File: src/rtl/ad_sj.sv
// ad_sj: periodic sampler for a parallel ADC with a wr/intr/rd handshake.
// Define AD_TIMEOUT_EN to abort a conversion (err pulse) when intr never arrives.
module ad_sj #(
    parameter int SAMPLE_CNT = 7313,
    parameter int WR_LOW     = 3,
    parameter int RD_LOW     = 4,
    parameter int TIMEOUT    = 2500
) (
    input  logic       clk,
    input  logic       rst_n,
    input  logic       intr,
    input  logic [7:0] din,
    output logic       cs,
    output logic       wr,
    output logic       rd,
    output logic [7:0] dout,
    output logic       dout_vld,
    output logic       err
);

    localparam int TW     = $clog2(SAMPLE_CNT + 1);
    localparam int PH_MAX = (WR_LOW > RD_LOW) ? WR_LOW : RD_LOW;
    localparam int PW     = $clog2(PH_MAX + 1);

    typedef enum logic [1:0] {IDLE, START, WAIT, READ} state_t;

    state_t          state_reg, state_next;
    logic [TW-1:0]   tmr_reg;
    logic [PW-1:0]   ph_reg, ph_next;
    logic [1:0]      sync_reg;
    logic            intr_s;
    logic            trigger;
    logic            capture;
    logic            wait_hit;

    assign intr_s  = sync_reg[1];
    assign trigger = (tmr_reg == TW'(SAMPLE_CNT - 1));

    always_ff @(posedge clk or negedge rst_n) begin
        if (!rst_n) begin
            tmr_reg  <= '0;
            sync_reg <= 2'b11;
        end else begin
            tmr_reg  <= trigger ? '0 : tmr_reg + 1'b1;
            sync_reg <= {sync_reg[0], intr};
        end
    end

    always_ff @(posedge clk or negedge rst_n) begin
        if (!rst_n) begin
            state_reg <= IDLE;
            ph_reg    <= '0;
        end else begin
            state_reg <= state_next;
            ph_reg    <= ph_next;
        end
    end

    always_comb begin
        state_next = state_reg;
        ph_next    = ph_reg;
        capture    = 1'b0;
        case (state_reg)
            IDLE: begin
                if (trigger) begin
                    state_next = START;
                    ph_next    = '0;
                end
            end
            START: begin
                if (ph_reg == PW'(WR_LOW - 1)) begin
                    state_next = WAIT;
                    ph_next    = '0;
                end else begin
                    ph_next = ph_reg + 1'b1;
                end
            end
            WAIT: begin
                if (!intr_s) begin
                    state_next = READ;
                    ph_next    = '0;
                end else if (wait_hit) begin
                    state_next = IDLE;
                end
            end
            READ: begin
                if (ph_reg == PW'(RD_LOW - 1)) begin
                    state_next = IDLE;
                    capture    = 1'b1;
                end else begin
                    ph_next = ph_reg + 1'b1;
                end
            end
            default: state_next = IDLE;
        endcase
    end

    // Strobes are decoded from the next state so each is low exactly while its state is held.
    always_ff @(posedge clk or negedge rst_n) begin
        if (!rst_n) begin
            cs       <= 1'b1;
            wr       <= 1'b1;
            rd       <= 1'b1;
            dout     <= '0;
            dout_vld <= 1'b0;
        end else begin
            cs       <= (state_next == IDLE);
            wr       <= (state_next != START);
            rd       <= (state_next != READ);
            dout_vld <= capture;
            if (capture) begin
                dout <= din;
            end
        end
    end

`ifdef AD_TIMEOUT_EN
    localparam int WCW = $clog2(TIMEOUT + 1);

    logic [WCW-1:0] wait_reg;
    logic           err_reg;

    assign wait_hit = (wait_reg == WCW'(TIMEOUT - 1));
    assign err      = err_reg;

    // Held at zero outside WAIT, so it starts from zero on every WAIT entry.
    always_ff @(posedge clk or negedge rst_n) begin
        if (!rst_n) begin
            wait_reg <= '0;
            err_reg  <= 1'b0;
        end else begin
            wait_reg <= (state_reg == WAIT) ? wait_reg + 1'b1 : '0;
            err_reg  <= (state_reg == WAIT) && intr_s && wait_hit;
        end
    end
`else
    assign wait_hit = 1'b0;
    assign err      = 1'b0;
`endif

endmodule

File: config.mk
export PLATFORM = sky130hd
export DESIGN_NAME = ad_sj
export DESIGN_NICKNAME = d
export VERILOG_FILES = /design/src/rtl/ad_sj.sv
export SDC_FILE = /design/constraint.sdc
export NUM_CORES = 1
export LEC_CHECK = 0
export BUFFER_PORTS_ARGS = -buffer_cell sky130_fd_sc_hd__buf_4
export CAP_MARGIN = 30
export CORE_ASPECT_RATIO = 1.2
export CORE_MARGIN = 3
export CORE_UTILIZATION = 33
export CTS_BUF_LIST = sky130_fd_sc_hd__clkbuf_16
export DETAILED_ROUTE_END_ITERATION = 10
export GPL_TIMING_DRIVEN = 0
export HOLD_SLACK_MARGIN = 0.06
export PLACE_DENSITY = 0.61
export SYNTH_ARGS = -nofsm -noshare
export SYNTH_HDL_FRONTEND = slang
export SYNTH_SLANG_ARGS = --single-unit
File: constraint.sdc
create_clock -name clk -period 2.5 [get_ports clk]
set_input_delay 0.125 -clock clk [delete_from_list [all_inputs] [get_ports clk]]
set_output_delay 0.125 -clock clk [all_outputs]
set_load 0.02 [all_outputs]
==> summary.md <==
| Metric | Value |
|---|---|
| Post-route setup TNS | 0 ps |
| Final net count | around 160 |
| Max reg flops | 13 |
| Post-CTS Setup Bufs | 0 |
| Cts hold-fix bufs | 2 |
| Status | finished, final reports clean |
| Post-synthesis compound-gate area fraction | 0.0603 |
| Routed vias/inst | approximately 4.5 |
| Final Critical Period | between 1500 and 2000 ps |
| Setup Crit Path Kind | register to register |
| CP endpoint kind | register |
| Maxcap violations | 0 |
| First-pass GRT wire length | 4140 um |
| Period Utilization, post-route | 0.741 |
| Setup crit end | ph_reg[0] |
| Gpl congestion | around 0.71 |
| Setup crit start | tmr_reg[0] |
| Final Max Slew Viols | 0 |
| Total Wirelength | about 2300 um |
| Clk slew on worst S/H paths | about 50 ps |
| Yosys warns | 0 |
| Synth Area in XOR/XNOR | 0.0621 |
| Vias in the first global route | 957 |
| # DRC | 0 |
| Num CTS Buffers | 5 |
| R2R Path End | ph_reg[0] |
| # clock sinks | 32 |
| Reg2reg setup slack | 650 ps |
| Fraction of registers with async set/reset | 1.00 |
| IO Pins | 24 |
| Main combinational cell family by area after synthesis | simple AND/OR/NAND/NOR gates |
| Design Area, Final | roughly 1800 um2 |
| Pwr Density | 645 nW/um2 |
| RR Startpoint | tmr_reg[0] |
| Row Count | 25 |
| Vias | just over 900 |
| Maximum VDD drop | approximately 320 uV |
| Worst hold path type | input pin to register |
| Routed Antenna Nets | 0 |
| Unrepaired setup endpoints after global routing | false |
| Diode count | 0 |
| Worst-skew pair later-pin latency | between 200 and 300 ps |
| Max stage delay on crit path | 450 ps |
| TritonRoute pass-1 iters | 4 |
| Seq/Total Area, Yosys | 0.572 |
| Worst r2r path cells | 7 |
| Slowest CP cell | or4b_1 |
| Post-cts sizing count | 0 |
| Finished Core Util | 0.449 |
| Placed Area | 1640 um2 |
| Post-Syn Nets | between 100 and 150 |
| Seq cells post-synth | 32 |
| Most frequent cells in the layout | dfrtp_1, buf_4, nor2_1 |
| Arrival time worst endpoint | between 2000 and 2500 ps |
| Hpwl dp | between 1500 and 2000 um |
| Initial core utilization | 0.349 |
| H-tree levels | 2 |
| CORE AREA | 4040 um2 |
| Syn_area_per_cell | approximately 12 um2 |
| Die X | about 66 um |
| Die ar. | 5100 um2 |
| Root buffer cell | clkbuf_16 |
| Post-synthesis mux area share | 0.0790 |
| Cell breakdown of the critical path | inv_1 -> ha_1 -> or4b_1 -> nor3_2 -> buf_6 -> o31ai_4 -> a21o_1 |
| Port buffer count | 22 |
| Req. time, crit path | 2670 ps |
| CP Launch Type | register |
| Pleak | between 0.0008 and 0.0009 uW |
| Fmax | ~540 MHz |
| Die Y | 77.6 um |
| GRT Resource Usage Total | 0.107 |
| DRT iter0 DRCs | 7 |
| Simple-Gate Fraction of Synth Area | 0.137 |
| Netlist cell types | 34 |
| Ys flop type | dfrtp_1 |
| Endpoints failing setup | 0 |
| Area of the mapped netlist | roughly 1400 um2 |
| Clk buf depth | 2 |
| Crit path max fanout | 10 |
| Initial antenna violation count | 0 |
| Commonest non-fill, non-tap cell in the layout | dfrtp_1 |
| Final hold violation count | 0 |
| CTS tree | built |
| Layout cells sized above 1 | 0.347 |
| Largest net degree at the start of global routing | 33 |
| DR WL/cell | about 11 um |
| Area share of fa/ha/maj cells after synthesis | 0.0444 |
| EDFF count, synth | 0 |
| Area Growth Syn to Fin | 28.5% |
| Clock skew | around 5.4 ps |
| Syn Inst Count | roughly 120 |
| Overflow after GRT | 0 |
worst max-delay path: cells and delay by family (launching register included):
family	cells	cell delay, ps
flops	1	410
fa+ha+maj	1	140
simple gates	2	680
compound gates	2	250
buf+inv	2	250
final cells by class:
class | instances | area [um2]
fillers | 383 | 2220
flip-flops and latches | 32 | 807
multi-input cells | 73 | 543
repair buffers | 24 | 185
clock buffers | 5 | 125
well taps | 54 | 67.6
plain buffers | 4 | 37.5
clock inverters | 3 | 23.8
inverters | 6 | 22.5
per-layer routing:
metal	part of all wire	global-route usage	vias up
met5	0	0	-
met4	0.020	0.0498	0
met3	0.050	0.0434	6
met2	0.50	0.169	20
met1	0.43	0.125	434
li1	-	-	452
synth_stat cells (2+ instances only):
| cell | count | area [um2] |
|---|---|---|
| nor2_1 | 12 | 45.0 |
| ha_1 | 5 | 62.6 |
| or4b_1 | 2 | 20.0 |
| dfrtp_1 | 27 | 676 |
| mux2_2 | 9 | 101 |
| inv_1 | 6 | 22.5 |
| dfstp_2 | 5 | 131 |
| nor3_1 | 2 | 10.0 |
| xor2_1 | 3 | 26.3 |
| nand2_1 | 6 | 22.5 |
| nand4_1 | 3 | 18.8 |
| o2bb2ai_1 | 2 | 17.5 |
| nand2b_1 | 2 | 12.5 |
| nand3_1 | 5 | 25.0 |
| xnor2_1 | 7 | 61.3 |
power by group:
part	switching, uW	internal [uW]
logic	25.6	25.8
clock network	216	369
registers	3.70	528
logic make-up (layout without fill, tap and decap cells):
group | count (synthesis) | count (layout)
xor gates and xnor gates | 10 | 10
and+or+nand+nor | 37 | 37
other | 1 | 1
muxes | 10 | 10
AOI/OAI and AO/OA | 10 | 10
buffers and inverters | 10 | 42
DFF | 32 | 32
adders and majority gates | 5 | 5
stage by stage:
stage	hold WS, ps	setup slack (ps)	power (uW)	std cells
detailed placement	85.0	629	591	191
global route	81.2	523	1220	201
finish	78.3	648	1170	201
global placement	73.4	671	590	191
CTS	73.2	626	1190	201
floorplan	-171	786	557	115
how the worst min path moves through the flow:
stage | startpoint | to | slack [ps] | depth (start not counted)
after floorplan | rst_n | dout[0] | -170 | 0
after global placement | rst_n | tmr_reg[4] | 70 | 1
after detailed placement | rst_n | tmr_reg[5] | 80 | 1
after CTS | din[2] | dout[2] | 70 | 2
after global routing | din[4] | dout[4] | 80 | 2
final | din[2] | dout[2] | 80 | 2
(Power assumes the default switching activity.)
